<file path="src/rtl/frame_buffer_writer_pkg.sv">
// Shared constants and payload types for the frame buffer write path.
package frame_buffer_writer_pkg;

    localparam int unsigned PIX_W  = 32;
    localparam int unsigned WORD_W = 64;
    localparam int unsigned ADDR_W = 29;
    localparam int unsigned BE_W   = 8;

    localparam logic [1:0] FBW_STATE_STREAM = 2'd0;
    localparam logic [1:0] FBW_STATE_DRAIN  = 2'd1;
    localparam logic [1:0] FBW_STATE_CLEAR  = 2'd2;

    localparam logic [BE_W-1:0] BYTEENABLE_FULL = 8'hFF;
    localparam logic [BE_W-1:0] BYTEENABLE_LOW  = 8'h0F;

    localparam logic [PIX_W-1:0] MAGENTA = 32'h00ff00ff;

    // Packed word plus a marker telling the master to restart at the frame base.
    typedef struct packed {
        logic              restart;
        logic              half;
        logic [WORD_W-1:0] data;
    } fbw_word_t;

    function automatic fbw_word_t fbw_make_word(
        input logic             restart,
        input logic             half,
        input logic [PIX_W-1:0] hi,
        input logic [PIX_W-1:0] lo
    );
        fbw_word_t w;
        w.restart = restart;
        w.half    = half;
        w.data    = {hi, lo};
        return w;
    endfunction

    function automatic logic [ADDR_W-1:0] fbw_next_addr(
        input logic [ADDR_W-1:0] a,
        input logic [ADDR_W-1:0] first,
        input logic [ADDR_W-1:0] last
    );
        return (a == last) ? first : a + ADDR_W'(1);
    endfunction

endpackage

</file>
<file path="src/rtl/frame_buffer_write_fifo.sv">
// Show-ahead synchronous FIFO holding packed words between pixel packer and memory master.
module frame_buffer_write_fifo #(
    parameter int unsigned WIDTH      = 65,
    parameter int unsigned DEPTH      = 16,
    parameter int unsigned DEPTH_LOG2 = 4
) (
    input  logic                  i_clock,
    input  logic                  i_aclr,
    input  logic                  i_sclr,
    input  logic [WIDTH-1:0]      i_data,
    input  logic                  i_wrreq,
    input  logic                  i_rdreq,
    output logic [WIDTH-1:0]      o_q,
    output logic                  o_full,
    output logic                  o_empty,
    output logic [DEPTH_LOG2:0]   o_usedw
);

    localparam int unsigned CNT_W = DEPTH_LOG2 + 1;

    logic [WIDTH-1:0]      r_mem [DEPTH];
    logic [DEPTH_LOG2-1:0] r_wr_ptr;
    logic [DEPTH_LOG2-1:0] r_rd_ptr;
    logic [CNT_W-1:0]      r_count;
    logic                  w_wr;
    logic                  w_rd;

    assign o_full  = (r_count == CNT_W'(DEPTH));
    assign o_empty = (r_count == '0);
    assign o_usedw = r_count;
    assign o_q     = r_mem[r_rd_ptr];

    assign w_wr = i_wrreq && !o_full;
    assign w_rd = i_rdreq && !o_empty;

    always_ff @(posedge i_clock or posedge i_aclr) begin
        if (i_aclr) begin
            r_wr_ptr <= '0;
            r_rd_ptr <= '0;
            r_count  <= '0;
        end else if (i_sclr) begin
            r_wr_ptr <= '0;
            r_rd_ptr <= '0;
            r_count  <= '0;
        end else begin
            if (w_wr) r_wr_ptr <= r_wr_ptr + DEPTH_LOG2'(1);
            if (w_rd) r_rd_ptr <= r_rd_ptr + DEPTH_LOG2'(1);
            case ({w_wr, w_rd})
                2'b10:   r_count <= r_count + CNT_W'(1);
                2'b01:   r_count <= r_count - CNT_W'(1);
                default: r_count <= r_count;
            endcase
        end
    end

    // Storage carries no reset; only entries between the pointers are ever observed.
    always_ff @(posedge i_clock) begin
        if (w_wr) r_mem[r_wr_ptr] <= i_data;
    end

endmodule

</file>
<file path="src/rtl/frame_buffer_writer.sv">
// Packs a 32-bit pixel stream into 64-bit SDRAM writes and can fill the frame with one colour.
module frame_buffer_writer
    import frame_buffer_writer_pkg::*;
#(
    parameter int unsigned ADDRESS         = 0,
    parameter int unsigned LENGTH          = 0,
    parameter int unsigned FIFO_DEPTH      = 16,
    parameter int unsigned FIFO_DEPTH_LOG2 = 4
) (
    input  logic               clock,
    input  logic               reset_n,
    input  logic               pix_valid,
    output logic               pix_ready,
    input  logic [PIX_W-1:0]   pix_data,
    input  logic               pix_start,
    input  logic               clear_req,
    input  logic [PIX_W-1:0]   clear_color,
    output logic               busy,
    output logic               frame_done,
    output logic [ADDR_W-1:0]  address,
    output logic [7:0]         burstcount,
    input  logic               waitrequest,
    output logic [WORD_W-1:0]  writedata,
    output logic [BE_W-1:0]    byteenable,
    output logic               write,
    output logic               read,
    input  logic [WORD_W-1:0]  readdata,
    input  logic               readdatavalid
);

    localparam int unsigned LVL_W = FIFO_DEPTH_LOG2 + 2;
    localparam logic [ADDR_W-1:0] FIRST = ADDR_W'(ADDRESS / 8);
    localparam logic [ADDR_W-1:0] LAST  = ADDR_W'(ADDRESS / 8 + LENGTH / 8 - 1);

    logic [1:0]            r_state;
    logic [1:0]            w_state_next;
    logic                  r_ready_en;
    logic                  r_half_pending;
    logic [PIX_W-1:0]      r_half_data;
    logic                  r_restart_next;
    logic                  r_push_valid;
    fbw_word_t             r_push_word;
    logic [PIX_W-1:0]      r_clear_color;
    logic                  r_clear_last;
    logic                  r_write;
    logic [ADDR_W-1:0]     r_address;
    logic [WORD_W-1:0]     r_writedata;
    logic [BE_W-1:0]       r_byteenable;
    logic [ADDR_W-1:0]     r_addr_cnt;
    logic                  r_frame_done;
    logic                  r_busy;

    fbw_word_t             w_fifo_q;
    logic                  w_fifo_full;
    logic                  w_fifo_empty;
    logic [FIFO_DEPTH_LOG2:0] w_fifo_usedw;
    logic                  w_fifo_aclr;
    logic [LVL_W-1:0]      w_level;
    logic                  w_accept;
    logic                  w_flush;
    logic                  w_drained;
    logic                  w_complete;
    logic                  w_slot_free;
    logic                  w_load_fifo;
    logic                  w_load_clear;
    logic [ADDR_W-1:0]     w_issue_addr;
    logic                  w_unused_inputs;

    assign w_unused_inputs = &{1'b0, readdata, readdatavalid};

    // Words in flight: FIFO, push stage and the word on the bus all count against capacity.
    assign w_level   = LVL_W'(w_fifo_usedw) + LVL_W'(r_push_valid) + LVL_W'(r_write);
    assign pix_ready = r_ready_en && (r_state == FBW_STATE_STREAM) &&
                       (w_level < LVL_W'(FIFO_DEPTH)) && !clear_req;
    assign w_accept  = pix_valid && pix_ready;

    assign w_flush   = (r_state == FBW_STATE_DRAIN) && r_half_pending &&
                       !r_push_valid && !w_fifo_full;
    assign w_drained = (r_state == FBW_STATE_DRAIN) && w_fifo_empty && !r_write &&
                       !r_push_valid && !r_half_pending;

    assign w_complete   = r_write && !waitrequest;
    assign w_slot_free  = !r_write || w_complete;
    assign w_load_fifo  = w_slot_free && !w_fifo_empty && (r_state != FBW_STATE_CLEAR);
    assign w_load_clear = w_slot_free && (r_state == FBW_STATE_CLEAR) && !r_clear_last;
    assign w_issue_addr = w_fifo_q.restart ? FIRST : r_addr_cnt;
    assign w_fifo_aclr  = !reset_n;

    frame_buffer_write_fifo #(
        .WIDTH      ($bits(fbw_word_t)),
        .DEPTH      (FIFO_DEPTH),
        .DEPTH_LOG2 (FIFO_DEPTH_LOG2)
    ) u_fifo (
        .i_clock (clock),
        .i_aclr  (w_fifo_aclr),
        .i_sclr  (1'b0),
        .i_data  (r_push_word),
        .i_wrreq (r_push_valid),
        .i_rdreq (w_load_fifo),
        .o_q     (w_fifo_q),
        .o_full  (w_fifo_full),
        .o_empty (w_fifo_empty),
        .o_usedw (w_fifo_usedw)
    );

    always_ff @(posedge clock or negedge reset_n) begin
        if (!reset_n) r_state <= FBW_STATE_STREAM;
        else          r_state <= w_state_next;
    end

    always_comb begin
        w_state_next = r_state;
        case (r_state)
            FBW_STATE_STREAM: if (clear_req) w_state_next = FBW_STATE_DRAIN;
            FBW_STATE_DRAIN:  if (w_drained) w_state_next = FBW_STATE_CLEAR;
            FBW_STATE_CLEAR:  if (w_complete && r_clear_last) w_state_next = FBW_STATE_STREAM;
            default:          w_state_next = FBW_STATE_STREAM;
        endcase
    end

    // Pixel packer: pairs pixels, flushes a lone half on frame start or drain.
    always_ff @(posedge clock or negedge reset_n) begin
        if (!reset_n) begin
            r_ready_en     <= 1'b0;
            r_half_pending <= 1'b0;
            r_half_data    <= '0;
            r_restart_next <= 1'b0;
            r_push_valid   <= 1'b0;
            r_push_word    <= '0;
            r_clear_color  <= '0;
        end else begin
            r_ready_en   <= 1'b1;
            r_push_valid <= 1'b0;
            if ((r_state == FBW_STATE_STREAM) && clear_req) r_clear_color <= clear_color;
            if (w_accept) begin
                if (pix_start) begin
                    if (r_half_pending) begin
                        r_push_valid <= 1'b1;
                        r_push_word  <= fbw_make_word(r_restart_next, 1'b1, '0, r_half_data);
                    end
                    r_restart_next <= 1'b1;
                    r_half_data    <= pix_data;
                    r_half_pending <= 1'b1;
                end else if (r_half_pending) begin
                    r_push_valid   <= 1'b1;
                    r_push_word    <= fbw_make_word(r_restart_next, 1'b0, pix_data, r_half_data);
                    r_restart_next <= 1'b0;
                    r_half_pending <= 1'b0;
                end else begin
                    r_half_data    <= pix_data;
                    r_half_pending <= 1'b1;
                end
            end else if (w_flush) begin
                r_push_valid   <= 1'b1;
                r_push_word    <= fbw_make_word(r_restart_next, 1'b1, '0, r_half_data);
                r_restart_next <= 1'b0;
                r_half_pending <= 1'b0;
            end else if (w_drained) begin
                r_restart_next <= 1'b0;
            end
        end
    end

    // Avalon master: one word on the bus, refilled on the completing edge for back-to-back writes.
    always_ff @(posedge clock or negedge reset_n) begin
        if (!reset_n) begin
            r_write      <= 1'b0;
            r_address    <= '0;
            r_writedata  <= '0;
            r_byteenable <= BYTEENABLE_FULL;
            r_addr_cnt   <= FIRST;
            r_clear_last <= 1'b0;
            r_frame_done <= 1'b0;
            r_busy       <= 1'b0;
        end else begin
            r_frame_done <= w_complete && (r_address == LAST);
            r_busy       <= (r_state != FBW_STATE_STREAM) || r_write ||
                            !w_fifo_empty || r_push_valid;
            if (w_drained) begin
                r_addr_cnt   <= FIRST;
                r_clear_last <= 1'b0;
            end else if (w_load_fifo) begin
                r_write      <= 1'b1;
                r_address    <= w_issue_addr;
                r_writedata  <= w_fifo_q.data;
                r_byteenable <= w_fifo_q.half ? BYTEENABLE_LOW : BYTEENABLE_FULL;
                r_addr_cnt   <= fbw_next_addr(w_issue_addr, FIRST, LAST);
            end else if (w_load_clear) begin
                r_write      <= 1'b1;
                r_address    <= r_addr_cnt;
                r_writedata  <= {r_clear_color, r_clear_color};
                r_byteenable <= BYTEENABLE_FULL;
                r_addr_cnt   <= fbw_next_addr(r_addr_cnt, FIRST, LAST);
                if (r_addr_cnt == LAST) r_clear_last <= 1'b1;
            end else if (w_complete) begin
                r_write <= 1'b0;
            end
        end
    end

    assign write      = r_write;
    assign address    = r_address;
    assign writedata  = r_writedata;
    assign byteenable = r_byteenable;
    assign frame_done = r_frame_done;
    assign busy       = r_busy;
    assign burstcount = 8'h01;
    assign read       = 1'b0;

endmodule

</file>
<file path="config.mk">
export PLATFORM = sky130hd
export DESIGN_NAME = frame_buffer_writer
export DESIGN_NICKNAME = d
export VERILOG_FILES = /design/src/rtl/frame_buffer_writer_pkg.sv /design/src/rtl/frame_buffer_write_fifo.sv /design/src/rtl/frame_buffer_writer.sv
export SDC_FILE = /design/constraint.sdc
export NUM_CORES = 2
export LEC_CHECK = 0
export ABC_AREA = 1
export CAP_MARGIN = 10
export CORE_MARGIN = 1.5
export CORE_UTILIZATION = 45
export CTS_CLUSTER_DIAMETER = 80
export DETAILED_ROUTE_END_ITERATION = 16
export HOLD_SLACK_MARGIN = 0.12
export MAX_ROUTING_LAYER = met4
export SLEW_MARGIN = 20
export SYNTH_ARGS = -nofsm -noshare
export SYNTH_HDL_FRONTEND = slang
export SYNTH_HIERARCHICAL = 1
export SYNTH_SLANG_ARGS = --single-unit
export TNS_END_PERCENT = 20
</file>
<file path="constraint.sdc">
create_clock -name clock -period 4.4 [get_ports clock]
set_clock_uncertainty 0.05 [all_clocks]
set_input_delay 1.1 -clock clock [delete_from_list [all_inputs] [get_ports clock]]
set_output_delay 1.1 -clock clock [all_outputs]
set_load 0.01 [all_outputs]
</file>
# Word-level counts from Yosys, hierarchy flattened
# Memories as Yosys holds them, arrays and structs flattened.
# Cells that the tools add are included.
# Widths: inputs -> output; s select.
dict set report word_totals {
  wordCells 145
  n_memories 1
  ramBits 1056
  input_bits 135
  mem_bits_ro 0
  regBits 283
  out_inout_bits 114
  latchBits 0
}
# memory words width read_ports rd_clocked_by_memory_dff write_ports line_no
set memory_table {}
lappend memory_table {u_fifo.r_mem 16 66 1 0 1 frame_buffer_write_fifo.sv:21} ;# logic [WIDTH-1:0] r_mem [DEPTH];
dict set report classes {
  shift 0
  div 0
  mux 46
  bitwise_logic 1
  n_reduce_logical 51
  n_eq_ne 16
  n_mul 0
  add_sub_neg 8
  order_cmp 1
}
# op n
set op_table {}
lappend op_table {{$mux 66} 5}
lappend op_table {{$mux 29} 8}
lappend op_table {{$mux 64} 2}
lappend op_table {{$eq 29x29->1 const B} 3}
lappend op_table {{$mux 32} 2}
lappend op_table {{$add 29x1->29 const B} 2}
lappend op_table {{$mux 8} 3}
lappend op_table {{$logic_and 1x1->1} 21}
lappend op_table {{$mux 1} 21}
lappend op_table {{$ne 2x2->1 const B} 6}
lappend op_table {{$reduce_bool 2->1} 6}
lappend op_table {{$pmux 5 s2} 1}
lappend op_table {{$reduce_and 2->1} 5}
lappend op_table {{$reduce_bool 3->1} 3}
lappend op_table {{$add 4x1->4 const B} 2}
lappend op_table {{$logic_not 1->1} 8}
lappend op_table {{$add 5x1->6} 1}
lappend op_table {{$add 6x1->6} 1}
lappend op_table {{$lt 6x5->1 const B} 1}
lappend op_table {{$mux 2} 3}
lappend op_table {{$pmux 2 s3} 1}
lappend op_table {{$reduce_and 3->1} 2}
lappend op_table {{$add 5x1->5 const B} 1}
lappend op_table {{$eq 5x5->1 const B} 1}
lappend op_table {{other kinds (9)} 14}

# Logic depth before layout (Yosys ltp)
dict set report depth {
  word_depth 8
  ltp_mapped 26
  depth_no_buf 21
}

# By module
# The synthesis kept the hierarchy.
# module instances seq_area_each_um2 cells_each area_each_um2
set modules_own_cells {}
lappend modules_own_cells {frame_buffer_write_fifo 1 32035.7 2904 42787.3}
lappend modules_own_cells {frame_buffer_writer 1 6582.6 1623 12847.3}

# Worst setup path before layout
# No wires, ideal clock.
dict set report synth_path {
  path_kind {reg2reg}
  from {register u_fifo.r_count[0], in the netlist u_fifo/o_usedw[0]}
  to {memory u_fifo/r_mem[15][0] in the netlist's numbering, enable pin}
  path_slack_ps 80
  arrival_time_ps 3779
  path_stages_with_launch 9
  setup_ps 491
  t_required_ps 3859
  n_path_buf 0
  period_less_slack_ps 4320
  cell_sequence {dfrtp_1 -> nor2_1 -> nand3_1 -> nand2_2 -> inv_2 -> nand2_1 -> nor2_1 -> inv_1 -> nor2_1}
}
dict set report synth_via {
  elab_chain_cells 5
}
# item line_no
set synth_rtl {}
lappend synth_rtl {{start, declared} frame_buffer_write_fifo.sv:24} ;# logic [CNT_W-1:0] r_count;
lappend synth_rtl {{start signal, assigned} frame_buffer_write_fifo.sv:49} ;# 2'b10: r_count <= r_count + CNT_W'(1);
lappend synth_rtl {{start signal, assigned} frame_buffer_write_fifo.sv:50} ;# 2'b01: r_count <= r_count - CNT_W'(1);
lappend synth_rtl {{start signal, assigned} frame_buffer_write_fifo.sv:51} ;# default: r_count <= r_count;
lappend synth_rtl {{$eq 5x5->1} frame_buffer_write_fifo.sv:28} ;# assign o_full = (r_count == CNT_W'(DEPTH));
lappend synth_rtl {{$logic_not 1->1} frame_buffer_write_fifo.sv:33} ;# assign w_wr = i_wrreq && !o_full;
lappend synth_rtl {{$logic_and 1x1->1} frame_buffer_write_fifo.sv:33}
lappend synth_rtl {{$mux 1} frame_buffer_write_fifo.sv:58} ;# if (w_wr) r_mem[r_wr_ptr] <= i_data;
lappend synth_rtl {{$mux 1 (not written as such)} frame_buffer_write_fifo.sv:58}
lappend synth_rtl {{end, declared} frame_buffer_write_fifo.sv:21}
# Every way passes these cells.

# Final worst setup path
dict set report layout_path {
  from {input port clear_req}
  to {output port pix_ready}
}
dict set report layout_via {
  elab_chain_cells 2
}
# item line_no
set layout_rtl {}
lappend layout_rtl {{start, declared} frame_buffer_writer.sv:16} ;# input logic clear_req,
lappend layout_rtl {{$logic_not 1->1} frame_buffer_writer.sv:74} ;# (w_level < LVL_W'(FIFO_DEPTH)) && !clear_req;
lappend layout_rtl {{$logic_and 1x1->1} frame_buffer_writer.sv:74}
lappend layout_rtl {{end, declared} frame_buffer_writer.sv:13} ;# output logic pix_ready,
# Every way passes these cells.

==> metrics.yaml <==
grt:
  met3_usage_pct: 3.13
  grt_pass1_wl_um: 223000
  grt_use_met1_pct: 33.2
  grt.total_usage_pct: 24.8
  antenna_found_initial: 2
  grtUsageMet2_pct: 40.0
  overflow: 0
  grt_start_max_net_pins: 205
  top_usage_layer: "met2"
  grt_pass1_vias: 33808
floorplan:
  die_w_um: 355
  dieArea_um2: 126000
  die_h_um: 355
  core_um2: 122000
  rows: 128
  initial_core_util_pct: 45.5
  io_pins: 249
synth:
  synthCells: 4527
  synth_area_per_cell_um2: 12.3
  synth_cell_types: 46
  ys_seq_area_share_pct: 69.4
  async_flop_share_pct: 20.7
  yosys_most_used_dff: "edfxtp_1"
  synth_edf_count: 1056
  syn_area_um2: 55600
  yosysWarnings: 6
  synth-seq-cells: 1332
critical_path:
  r2r-start: "u_fifo/r_rd_ptr[0]"
  r2r_setup_slack_ns: 0.74
  critPathLaunchType: "primary input"
  cp_max_fo: 2
  rr_endpoint: "r_addr_cnt[13]"
  critPathKind: "primary input to output pin"
  cp.arrival_ns: 2.62
  rr_worst_depth: 16
  crit_path_end_kind: "output pin"
  required_ns: 3.25
sta:
  slew_headroom_pct: 15.9
  tightest_slew_ns: 1.26
  fin_tns_setup_ns: 0
  drv_slew: 0
  fin_crit_ns: 3.77
  rsz0062_at_grt: "no"
  final-hold-violation-count: 0
  period_share_pct: 85.6
  setup_viol: 0
  hold_ws_ns: 0.215
  max_freq_ghz: 0.266
drt:
  ant_nets: 0
  vias_per_cell: 5.53
  drc: 0
  drtIter0Drc: 3057
  num_vias: 35283
  wirelength_um: 151000
  first_pass_iters: 5
  wl_per_cell_um: 23.7
final_layout:
  multi_input_area_um2: 14200
  diodes: 0
  synthToLayoutAreaGrowth_pct: 14.1
  final_common_cell: "edfxtp_1"
  layout_common_cells: "edfxtp_1, nand2_1, o21ai_0"
  regArea_um2: 38600
  fillers: 10331
  drive_gt1_share_pct: 7.77
  nNetsFinal: 4779
pwr:
  p_leak_nw: 23.2
  switching_share_pct: 35.0
  comb_power_share_pct: 29.7
  p_switching_mw: 14.3
  internal_power_mw: 26.6
  p_per_area_nw_per_um2: 645
  vdd_drop_max_v: 0.000556
  power_frac_clock_pct: 28.3
  power_frac_seq_pct: 42.0
clocking:
  htreeDepth: 4
  cts.sinks: 1332
  clkTransAtPathRegs_ns: 0.05
  hold_buffers: 0
  numCtsBuffers: 139
  cts_root_buf: "clkbuf_16"
  cts_setup_buffers: 0
  clockBufferDepth: 3
  insertion_delay_ns: 0.75
  cts_resized: 0
  cts_tree: "yes"
min_path:
  hp-class: "primary input to async pin"
flow_run:
  maxCapViolCount: 0
placement:
  gp_congestion: 0.892
  io_buffer_count: 170
  hpwl_um: 82300
run_status:
  status: "finished, final reports clean"
-- final cells by class --
cell class | instances | share of cell area [%]
Sequential cell | 1332 | 60.9
Multi-Input combinational cell | 2534 | 22.4
Clock buffer | 190 | 5.97
Timing Repair Buffer | 241 | 4.12
Tap cell | 1625 | 3.20
Inverter | 386 | 2.30
Clock inverter | 67 | 1.13
-- worst max-delay path by stage --
stage	start	to	slack, ns
global route	u_fifo/r_rd_ptr[0]	r_addr_cnt[13]	0.46
CTS	clear_req	pix_ready	0.62
global placement	clear_req	pix_ready	0.67
floorplan	u_fifo/o_usedw[0]	u_fifo/r_mem[15][0]	0.08
detailed placement	clear_req	pix_ready	0.64
finish	clear_req	pix_ready	0.63
-- synthesized netlist by cell type, types with 2 or more instances --
cell type  count  area share (%)
o211ai_1     264             3.6
o22ai_1        5           0.056
a31oi_1       65            0.73
ha_1          10            0.22
buf_4         48            0.65
inv_1        374             2.5
mux2i_1      264             4.7
clkbuf_4       2           0.027
a21oi_1      274             2.5
conb_1         2           0.013
mux2_2        32            0.65
nor4_1         6           0.067
inv_2         11           0.074
buf_8          5            0.13
nor2_1       199             1.3
nand2_1      727             4.9
o21ai_1       10           0.090
clkbuf_1     127            0.86
buf_1         19            0.13
nor2_4         4           0.081
nor2_2         9            0.10
dfrtp_1      275              12
xnor2_1        2           0.031
buf_2         73            0.66
nand2_2        6           0.067
edfxtp_1    1056              57
o21bai_1       3           0.040
nand3_1      174             1.6
nor3_2         3           0.054
nand4_1        7           0.079
o21ai_2        2           0.031
nor3_1        10           0.090
xor2_1        15            0.24
buf_6         18            0.36
a211oi_1       2           0.027
o21ai_0      407             3.7
nand3_2        5           0.090
nand3b_1       4           0.054
-- critical path, cell delays in order --
cell and delay (ns):
clkdlybuf4s50_1 0.46, nor4_2 0.35, and2_1 0.18, clkdlybuf4s50_1 0.53
-- state kept, by name (all words and copies together), names as in the netlist, 5 cells and up --
signal / flops
r_clear_color: 32
u_fifo/r_mem: 1056
r_addr_cnt: 29
r_push_word: 66
address: 29
writedata: 64
u_fifo/o_usedw: 5
r_half_data: 32
-- power groups by stage --
stage / clock network (mW) / registers [mW] / logic [mW]
2_1_floorplan: 0 / 16.9 / 8.31
3_3_place_gp: 0 / 17.4 / 12.0
3_5_place_dp: 0 / 17.4 / 12.1
4_1_cts: 11.8 / 17.2 / 12.2
5_1_grt: 12.3 / 17.4 / 13.4
6_report: 11.6 / 17.2 / 12.2
-- logic make-up (layout without fill, tap and decap cells) --
| logic type | count (synthesis) | after routing | share of synthesized area [%] |
|---|---|---|---|
| compound gates | 1034 | 1034 | 10.7 |
| xor+xnor | 17 | 17 | 0.268 |
| fa+ha+maj | 10 | 10 | 0.225 |
| buf+inv | 679 | 884 | 5.43 |
| flops | 1332 | 1332 | 69.4 |
| mux | 296 | 296 | 5.40 |
| other cells | 2 | 20 | 0.0135 |
| simple gates | 1157 | 1157 | 8.56 |
-- layer usage --
layer | wire length, um | up-vias
met3 | 8940 | 226
met4 | 3120 | 0
met5 | 0 | -
met1 | 66200 | 17658
li1 | - | 16293
met2 | 72900 | 1106
-- through the flow --
| step | setup slack [ns] | cell area (um^2) | instances | total power [mW] | util, % |
|---|---|---|---|---|---|
| after floorplan | 0.0800 | 55700 | 4545 | 25.2 | - |
| after global placement | 0.673 | 59000 | 6118 | 29.4 | 48.3 |
| after detailed placement | 0.636 | 59000 | 6118 | 29.6 | 48.3 |
| after CTS | 0.622 | 63500 | 6375 | 41.2 | 51.9 |
| after global routing | 0.461 | 63500 | 6375 | 43.1 | 51.9 |
| final | 0.635 | 63500 | 6375 | 41.0 | 51.9 |
Note: power is estimated with default switching activity, not from simulation.
